**src/rtl/fpalu_round_pack_if.sv**
```systemverilog
// Handshake and data bundle for fpalu_round_pack: raw multiply result in,
// packed single-precision word plus exception flags out.
interface fpalu_round_pack_if;
  logic        in_valid;
  logic        in_ready;
  logic        in_sign;
  logic [8:0]  in_exp;
  logic [47:0] in_product;
  logic        out_valid;
  logic        out_ready;
  logic [31:0] result;
  logic        overflow;
  logic        underflow;
  logic        inexact;

  modport master (
    output in_valid, in_sign, in_exp, in_product, out_ready,
    input  in_ready, out_valid, result, overflow, underflow, inexact
  );

  modport slave (
    input  in_valid, in_sign, in_exp, in_product, out_ready,
    output in_ready, out_valid, result, overflow, underflow, inexact
  );
endinterface

```
**src/rtl/fpalu_round_pack.sv**
```systemverilog
// Multiplier back end: normalize, round-to-nearest-even, renormalize and pack
// into IEEE-754 single in a 3-stage pipeline that stalls as one unit.
module fpalu_round_pack #(
  parameter int BIAS  = 127,
  parameter int EXP_W = 10
) (
  input logic               clock,
  input logic               reset,
  fpalu_round_pack_if.slave bus
);
  localparam logic signed [EXP_W-1:0] ADJ_HI = EXP_W'(BIAS - 1);
  localparam logic signed [EXP_W-1:0] ADJ_LO = EXP_W'(BIAS);
  localparam logic signed [EXP_W-1:0] E_MAX  = EXP_W'(255);
  localparam logic signed [EXP_W-1:0] E_MIN  = EXP_W'(0);
  localparam logic signed [EXP_W-1:0] E_ONE  = EXP_W'(1);

  logic        en;
  logic        out_valid_q;
  logic [31:0] result_q;
  logic        overflow_q, underflow_q, inexact_q;

  assign en           = !out_valid_q || bus.out_ready;
  assign bus.in_ready = en;
  assign bus.out_valid = out_valid_q;
  assign bus.result    = result_q;
  assign bus.overflow  = overflow_q;
  assign bus.underflow = underflow_q;
  assign bus.inexact   = inexact_q;

  logic signed [EXP_W-1:0] exp_in, s1_e_d;
  logic [47:0]             s1_m_d;
  logic                    s1_zero_d, s1_flush_d;

  assign exp_in = $signed({{(EXP_W-9){1'b0}}, bus.in_exp});

  always_comb begin
    s1_zero_d  = 1'b0;
    s1_flush_d = 1'b0;
    s1_m_d     = bus.in_product;
    s1_e_d     = exp_in - ADJ_HI;
    if (bus.in_product == '0) begin
      s1_zero_d = 1'b1;
    end else if (!bus.in_product[47]) begin
      if (bus.in_product[46]) begin
        s1_m_d = {bus.in_product[46:0], 1'b0};
        s1_e_d = exp_in - ADJ_LO;
      end else begin
        s1_flush_d = 1'b1;
      end
    end
  end

  logic                    s1_v, s1_sign, s1_zero, s1_flush;
  logic signed [EXP_W-1:0] s1_e;
  logic [47:0]             s1_m;

  always_ff @(posedge clock or negedge reset) begin
    if (!reset) begin
      s1_v     <= 1'b0;
      s1_sign  <= 1'b0;
      s1_zero  <= 1'b0;
      s1_flush <= 1'b0;
      s1_e     <= '0;
      s1_m     <= '0;
    end else if (en) begin
      s1_v     <= bus.in_valid;
      s1_sign  <= bus.in_sign;
      s1_zero  <= s1_zero_d;
      s1_flush <= s1_flush_d;
      s1_e     <= s1_e_d;
      s1_m     <= s1_m_d;
    end
  end

  // RNE on the 24-bit significand; the 25th bit catches the all-ones carry.
  logic [23:0] kept;
  logic        guard, sticky, round_up;
  logic [24:0] s2_k_d;

  assign kept     = s1_m[47:24];
  assign guard    = s1_m[23];
  assign sticky   = |s1_m[22:0];
  assign round_up = guard & (sticky | kept[0]);
  assign s2_k_d   = {1'b0, kept} + {24'b0, round_up};

  logic                    s2_v, s2_sign, s2_zero, s2_flush, s2_ix;
  logic signed [EXP_W-1:0] s2_e;
  logic [24:0]             s2_k;

  always_ff @(posedge clock or negedge reset) begin
    if (!reset) begin
      s2_v     <= 1'b0;
      s2_sign  <= 1'b0;
      s2_zero  <= 1'b0;
      s2_flush <= 1'b0;
      s2_ix    <= 1'b0;
      s2_e     <= '0;
      s2_k     <= '0;
    end else if (en) begin
      s2_v     <= s1_v;
      s2_sign  <= s1_sign;
      s2_zero  <= s1_zero;
      s2_flush <= s1_flush;
      s2_ix    <= guard | sticky;
      s2_e     <= s1_e;
      s2_k     <= s2_k_d;
    end
  end

  logic signed [EXP_W-1:0] e_fin;
  logic [22:0]             frac;
  logic [31:0]             res_d;
  logic                    ovf_d, unf_d, inx_d;

  // A flushed product carries no meaningful exponent, so it is resolved
  // before the exponent range checks.
  always_comb begin
    e_fin = s2_e;
    frac  = s2_k[22:0];
    if (s2_k[24]) begin
      e_fin = s2_e + E_ONE;
      frac  = s2_k[23:1];
    end
    res_d = {s2_sign, e_fin[7:0], frac};
    ovf_d = 1'b0;
    unf_d = 1'b0;
    inx_d = s2_ix;
    if (s2_zero) begin
      res_d = {s2_sign, 31'b0};
      inx_d = 1'b0;
    end else if (s2_flush) begin
      res_d = {s2_sign, 31'b0};
      unf_d = 1'b1;
      inx_d = 1'b1;
    end else if (e_fin >= E_MAX) begin
      res_d = {s2_sign, 8'hFF, 23'b0};
      ovf_d = 1'b1;
      inx_d = 1'b1;
    end else if (e_fin <= E_MIN) begin
      res_d = {s2_sign, 31'b0};
      unf_d = 1'b1;
      inx_d = 1'b1;
    end
  end

  always_ff @(posedge clock or negedge reset) begin
    if (!reset) begin
      out_valid_q <= 1'b0;
      result_q    <= '0;
      overflow_q  <= 1'b0;
      underflow_q <= 1'b0;
      inexact_q   <= 1'b0;
    end else if (en) begin
      out_valid_q <= s2_v;
      if (s2_v) begin
        result_q    <= res_d;
        overflow_q  <= ovf_d;
        underflow_q <= unf_d;
        inexact_q   <= inx_d;
      end
    end
  end
endmodule

```
**src/flat_wrapper.sv**
```systemverilog
// flat-port wrapper written by rule: the top's interface ports become plain ports
module fpalu_round_pack_flat 
#(
  parameter int BIAS  = 127,
  parameter int EXP_W = 10
)
  (clock, reset, bus_in_valid, bus_in_sign, bus_in_exp, bus_in_product, bus_out_ready, bus_in_ready, bus_out_valid, bus_result, bus_overflow, bus_underflow, bus_inexact);
  fpalu_round_pack_if bus_i ();
  input logic clock;
  input logic reset;
  input wire logic [$bits(bus_i.in_valid)-1:0] bus_in_valid;
  input wire logic [$bits(bus_i.in_sign)-1:0] bus_in_sign;
  input wire logic [$bits(bus_i.in_exp)-1:0] bus_in_exp;
  input wire logic [$bits(bus_i.in_product)-1:0] bus_in_product;
  input wire logic [$bits(bus_i.out_ready)-1:0] bus_out_ready;
  output wire logic [$bits(bus_i.in_ready)-1:0] bus_in_ready;
  output wire logic [$bits(bus_i.out_valid)-1:0] bus_out_valid;
  output wire logic [$bits(bus_i.result)-1:0] bus_result;
  output wire logic [$bits(bus_i.overflow)-1:0] bus_overflow;
  output wire logic [$bits(bus_i.underflow)-1:0] bus_underflow;
  output wire logic [$bits(bus_i.inexact)-1:0] bus_inexact;
  assign bus_i.in_valid = bus_in_valid;
  assign bus_i.in_sign = bus_in_sign;
  assign bus_i.in_exp = bus_in_exp;
  assign bus_i.in_product = bus_in_product;
  assign bus_i.out_ready = bus_out_ready;
  assign bus_in_ready = bus_i.in_ready;
  assign bus_out_valid = bus_i.out_valid;
  assign bus_result = bus_i.result;
  assign bus_overflow = bus_i.overflow;
  assign bus_underflow = bus_i.underflow;
  assign bus_inexact = bus_i.inexact;
  fpalu_round_pack #(.BIAS(BIAS), .EXP_W(EXP_W)) u_core (.clock(clock), .reset(reset), .bus(bus_i));
endmodule
```
**config.mk**
```make
export PLATFORM = sky130hd
export DESIGN_NAME = fpalu_round_pack_flat
export DESIGN_NICKNAME = d
export VERILOG_FILES = /design/src/rtl/fpalu_round_pack_if.sv /design/src/rtl/fpalu_round_pack.sv /design/src/flat_wrapper.sv
export SDC_FILE = /design/constraint.sdc
export NUM_CORES = 1
export LEC_CHECK = 0
export CAP_MARGIN = 20
export CORE_UTILIZATION = 59
export DETAILED_ROUTE_END_ITERATION = 8
export HOLD_SLACK_MARGIN = 0.03
export PLACE_DENSITY_LB_ADDON = 0.12
export SLEW_MARGIN = 5
export SYNTH_ARGS = -nofsm -noshare
export SYNTH_HDL_FRONTEND = slang
export SYNTH_SLANG_ARGS = --single-unit
```
**constraint.sdc**
```tcl
create_clock -name clock -period 4.5 [get_ports clock]
set_input_delay 0.45 -clock clock [delete_from_list [all_inputs] [get_ports clock]]
set_output_delay 0.45 -clock clock [all_outputs]
set_load 0.01 [all_outputs]
```
==> results_dict.tcl, run 1 <==
set metrics [dict create \
    status "finished clean" \
    drt_iter0_drc 322 \
    clkTransAtPathRegs_ps 60 \
    drtAntennaViolNets 0 \
    design.core.area_um2 11400 \
    rsz0062_at_grt "no" \
    synth-simple-area-share_pct 23.8 \
    antenna_found_initial 0 \
    fin_skew_ps 6.26 \
    wire_per_inst_um 15.4 \
    slew_headroom_pct 35.6 \
    num_vias 5878 \
    synth_ff_type "dfrtp_1" \
    synth_xor_area_share_pct 5.05 \
    timing.max_cap.violations 0 \
    p_leak_nw 3.60 \
    cts_hold_buffers 0 \
    min_period_ps 2630 \
    syn_area_um2 6930 \
    cts_sinks 138 \
    post-cts-setup-buffers 0 \
    synth.area.mux_share_pct 3.92 \
    initial_core_util_pct 60.7 \
    yosysTopAreaCell "dfrtp_1" \
    synth_compound_area_share_pct 13.2 \
    post-route-period-util_pct 58.4 \
    worst_hold_path_type "in2async" \
    final_core_util_pct 75.1 \
    synth_common_cells "229 x nand2_1, 138 x dfrtp_1, 65 x nor2_1, 45 x a31oi_1, 44 x o21ai_0" \
    finalHoldViolCount 0 \
    syn_avg_cell_area_um2 8.92 \
    cp-end-kind "flop" \
    arrival_ps 2880 \
    ys_warn_count 0 \
    start_kind "flop" \
    root_buffer "clkbuf_16" \
    diodes 0 \
    synth_top_cells_by_area "dfrtp_1 50%, nand2_1 12%, a31oi_1 4.1%" \
    slew_violations 0 \
    cts_made_buffers 17 \
    grt_pass1_wl_um 26500 \
    synthAdderAreaFrac_pct 0.902 \
    drc 0 \
    worst_pin_slew_ps 967 \
    path_class "reg2reg" \
    fin_nets 923 \
    grt_pass1_vias 5616 \
    grt_overflow 0 \
    p_total_w 0.00483 \
    cts.repair.resized 0 \
    grt_start_max_net_pins 85 \
    ios 99 \
    crit_required_ps 4750 \
    hpwl_um 11000 \
    ys_types 49 \
    async_reset_ff_share_pct 100 \
    grt_usage_pct 26.8 \
    die_w_um 110 \
    fin_tns_setup_ps 0 \
    syn2layout_area_growth_pct 23.7 \
    io_buffers 98 \
    htree_levels 4 \
    synth_edf_count 0 \
    gp_congestion 0.870 \
    synthesis.nets 844 \
    clock_latency_ps 410 \
    via_per_inst 5.81 \
    tritoncts "yes" \
    yosysMostFrequentCell "nand2_1" \
    dieHeight_um 110 \
    rrSetupSlack_ps 1870 \
    ff2ff_path_depth 11 \
    synth_top_area_share_pct 49.8 \
    rows 39 \
    synth_top_family_by_area "simple AND/OR/NAND/NOR gates" \
    synth-seq-cells 138 \
    drive_gt1_share_pct 8.29 \
    crit_fanout 5 \
    drt_pass1_iterations 7 \
    final-setup-viol-count 0 \
    clockBufferDepth 2 \
    ir_drop_uv 383 \
    holdWs_ps 183 \
    fmax_ghz 0.380 \
    dieArea_um2 12200 \
    yosysSeqAreaShare_pct 49.8 \
    p_per_area_nw_per_um2 564 \
    syn_inst 777 \
    wl_um 15500 \
]
## cells in the final DEF (no fill, tap or decap), types with 4 or more instances in the layout
master,count
nand2_1,229
dfrtp_1,138
clkdlybuf4s50_1,97
nor2_1,65
a31oi_1,45
o21ai_0,44
mux2i_1,26
xor2_1,21
nor4_1,20
o21ai_2,20
xnor2_1,19
clkbuf_16,17
nand3_1,11
nand4_1,10
buf_4,10
nor3_1,9
and4_1,9
a21oi_1,9
inv_1,7
clkinv_2,6
and3_1,5
ha_1,5
a22o_1,4
## where the power goes
| group | internal [W] | leakage [nW] | total, W | switching (W) |
|---|---|---|---|---|
| Sequential | 0.00165 | 1.67 | 0.00200 | 0.000350 |
| Clock | 0.000896 | 0.296 | 0.00141 | 0.000512 |
| Combinational | 0.000668 | 1.63 | 0.00142 | 0.000754 |
## layer usage
layer  routed length, um  track usage, %  up-vias
li1                    -               -     2855
met1                6940            35.5     2789
met2                7430            43.4      203
met3                 801            5.93       31
met4                 371            9.87        0
met5                   0               0        -
## registers in the layout (all words and copies together), names as in the netlist, 10 cells and up
register,flops
u_core.s1_m,48
u_core.s2_e,10
u_core.s1_e,10
u_core.s2_k,25
u_core.bus.result,32
## critical path, stage by stage (launching register included)
cell and delay, ps:
dfrtp_1 400, nor4_1 350, nand4_1 170, o31a_1 310
ha_1 230, ha_1 230, inv_1 70, nor2_1 90
and4_1 250, nand2_1 90, xor2_1 160, o21ai_0 120
## through the flow
step / std cells / worst slack, ps / instance area, um^2
5_1_grt: 1012 / 1700 / 8570
4_1_cts: 1012 / 1860 / 8570
3_5_place_dp: 980 / 1810 / 7970
6_report: 1012 / 1870 / 8570
2_1_floorplan: 777 / 2280 / 6930
3_3_place_gp: 980 / 1960 / 7970
## path summary, 6_finish.rpt
path	startpoint	end
max in group asynchronous	reset	u_core.s1_m[24]
min in group clock	u_core.bus.result[30]	u_core.bus.result[30]
max	u_core.s1_m[10]	u_core.s2_k[12]
min reg2reg	u_core.bus.result[30]	u_core.bus.result[30]
max reg2reg	u_core.s1_m[10]	u_core.s2_k[12]
min	reset	u_core.bus.result[27]
## final cells by class
class,count,area (um^2)
inverters,8,31.3
fillers,815,2850
well taps,143,179
clock inverters,12,148
clock buffers,20,457
multi-input cells,584,3260
flip-flops and latches,138,3450
repair buffers,107,1050
## logic make-up after synthesis
group / after synthesis
compound gates: 137
xor+xnor: 40
fa+ha+maj: 5
buf+inv: 55
flops: 138
mux: 27
simple gates: 375
Power figures use the tool's default switching activity.
==> run 2, diff against run 1 <==
CORE_UTILIZATION = 50   (was 59)
clock period = 2.3 ns   (was 4.5 ns; I/O delays follow)
==> run 2 against run 1 <==
Against the previous run: largest cell class unchanged; total power rose by 100%; combinational power rose by 110%; final cell count rose by 5.3%; count of clock-buffer cells in the layout rose by 3; die area rose by 18%; hold slack improved by 220 ps; core utilization fell by 8.4 points; the flow now finishes with violations (negative setup slack); critical endpoint is now u_core.s2_k[20]; register-to-register slack got worse by 1900 ps; clock skew fell by 0.82 ps; global-route usage fell by 2.8 points; critical path depth did not move.
==> results_dict.tcl, run 2 (synthesis results as in run 1) <==
set metrics [dict create \
    status "finished, violations left" \
    failed_checks "negative setup slack" \
    htree_levels 4 \
    critical_path.cell_chain "nor4_2 -> nand4_1 -> o31a_1 -> ha_2 -> ha_4 -> inv_2 -> nor2_4 -> and4_4 -> nand2_2 -> xor2_1 -> o21ai_1" \
    top_layer "met4" \
    cts_sinks 138 \
    tritoncts "yes" \
    fmax_ghz 0.426 \
    wl_um 16200 \
    n_fill_cell 1102 \
    dieArea_um2 14300 \
    design.core.area_um2 13400 \
    grt_overflow 0 \
    start_kind "flop" \
    crit_required_ps 2570 \
    cts_made_buffers 17 \
    rows 42 \
    io_buffers 98 \
    die_w_um 120 \
    final_area_um2 8930 \
    arrival_ps 2620 \
    slowest_delay_ps 410 \
    finalHoldViolCount 0 \
    worst_pin_slew_ps 725 \
    root_buffer "clkbuf_16" \
    met1_length_um 7490 \
    clock_latency_ps 410 \
    wl_met2_um 7860 \
    cp_slowest_cell "dfrtp_1" \
    post-route-period-util_pct 102 \
    final.setup.worst_slack_ps -47.9 \
    cp_num_buf_inv 1 \
    fin_nets 945 \
    place_area_um2 8190 \
    slew_violations 0 \
    diodes 0 \
    worstReg2RegStart "u_core.s1_m[22]" \
    p_per_area_nw_per_um2 1090 \
    final_cells 1066 \
    cp-end-kind "flop" \
    gp_congestion 0.855 \
    worst_hold_path_type "in2reg" \
    grt_usage_pct 24.1 \
    syn2layout_area_growth_pct 28.9 \
    p_leak_nw 3.74 \
    drive_gt1_share_pct 12.2 \
    grt_pass1_vias 5470 \
    antenna_found_initial 0 \
    top_register "u_core.s1_m" \
    ir_drop_uv 530 \
    final_core_util_pct 66.7 \
    clkTransAtPathRegs_ps 60 \
    dieHeight_um 120 \
    post-place-cells 1030 \
    hpwl_um 11500 \
    grt_pass1_wl_um 27100 \
    drt_iter0_drc 384 \
    largest_reg_flops 48 \
    num_vias 5788 \
    crit_start "u_core.s1_m[22]" \
    fin_skew_ps 5.44 \
    ios 99 \
    slew_headroom_pct 51.7 \
    final_common_cell "nand2_1" \
    drtAntennaViolNets 0 \
    initial_core_util_pct 51.7 \
    rsz0062_at_grt "yes" \
    final-setup-viol-count 10 \
    drt_pass1_iterations 5 \
    timing.max_cap.violations 0 \
    grt_start_max_net_pins 85 \
    min-delay-start "bus_in_valid" \
    path_class "reg2reg" \
    critical-path-top-delay-family "simple AND/OR/NAND/NOR gates" \
    min_period_ps 2350 \
    pre_cts_ws_ps -127 \
    crit_fanout 4 \
    via_per_inst 5.43 \
    wire_per_inst_um 15.2 \
    wl_met3_um 673 \
    drc 0 \
    layout_common_cells "224 x nand2_1, 137 x dfrtp_1, 97 x clkdlybuf4s50_1, 63 x nor2_1, 45 x a31oi_1" \
    clockBufferDepth 2 \
    fin_tns_setup_ps -339 \
]
-- run 2: cell count changes in the layout (fill, tap and decap cells not counted), sizes merged --
cell and change:
buf +21, clkbuf +3, clkinv -3, clkinvlp -2, bufinv +1, dlygate4sd3 +1
-- run 2: worst register-to-register path: stages, from the launching register on --
cell and delay [ps]:
dfrtp_1 410, nor4_2 310, nand4_1 150, o31a_1 320, ha_2 220, ha_4 180
inv_2 60, nor2_4 40, and4_4 220, nand2_2 70, xor2_1 150, o21ai_1 70
-- run 2: final timing paths --
| path | to | slack [ps] | depth (start not counted) |
|---|---|---|---|
| worst max-delay path | u_core.s2_k[20] | -50 | 11 |
| worst min-delay path | u_core.s1_v | 410 | 3 |
| worst max register to register | u_core.s2_k[20] | -50 | 11 |
| worst min register to register | u_core.bus.result[30] | 470 | 2 |
| max in group asynchronous | u_core.s2_e[0] | 1180 | 3 |
| min in group asynchronous | u_core.bus.result[30] | 420 | 2 |
-- run 2: layout make-up --
cell class,count,area (um^2),area share [%]
Sequential cell,138,3450,38.7
Multi-Input combinational cell,584,3360,37.6
Timing Repair Buffer,129,1260,14.1
Clock buffer,23,458,5.13
Tap cell,176,220,2.46
Clock inverter,8,144,1.61
Inverter,8,31.3,0.350
-- run 2: layer usage --
metal	up-vias	global-route usage [%]
met5	-	0
met4	0	7.66
met3	16	4.42
met2	150	38.0
met1	2740	33.6
li1	2882	-
-- run 2: per-stage QoR --
stage	power, W	hold WS (ps)
2_1_floorplan	0.00555	-65.6
3_3_place_gp	0.00671	325
6_report	0.00972	406
3_5_place_dp	0.00684	331
5_1_grt	0.0103	397
4_1_cts	0.00967	405
-- run 2: where the power goes --
part	leakage [nW]	internal, W	switching [W]
Sequential	1.67	0.00324	0.000687
Clock	0.295	0.00183	0.000954
Combinational	1.77	0.00145	0.00155
-- run 2: repair_timing --
| action | 4_1_cts | 5_1_grt |
|---|---|---|
| pin swaps | 7 | 15 |
| endpoints found under the hold margin | 50 | 0 |
| buffers inserted | 0 | 4 |
| resized for setup | 6 | 24 |
| endpoints found under the setup margin | 14 | 40 |
| hold buffers | 1 | 0 |
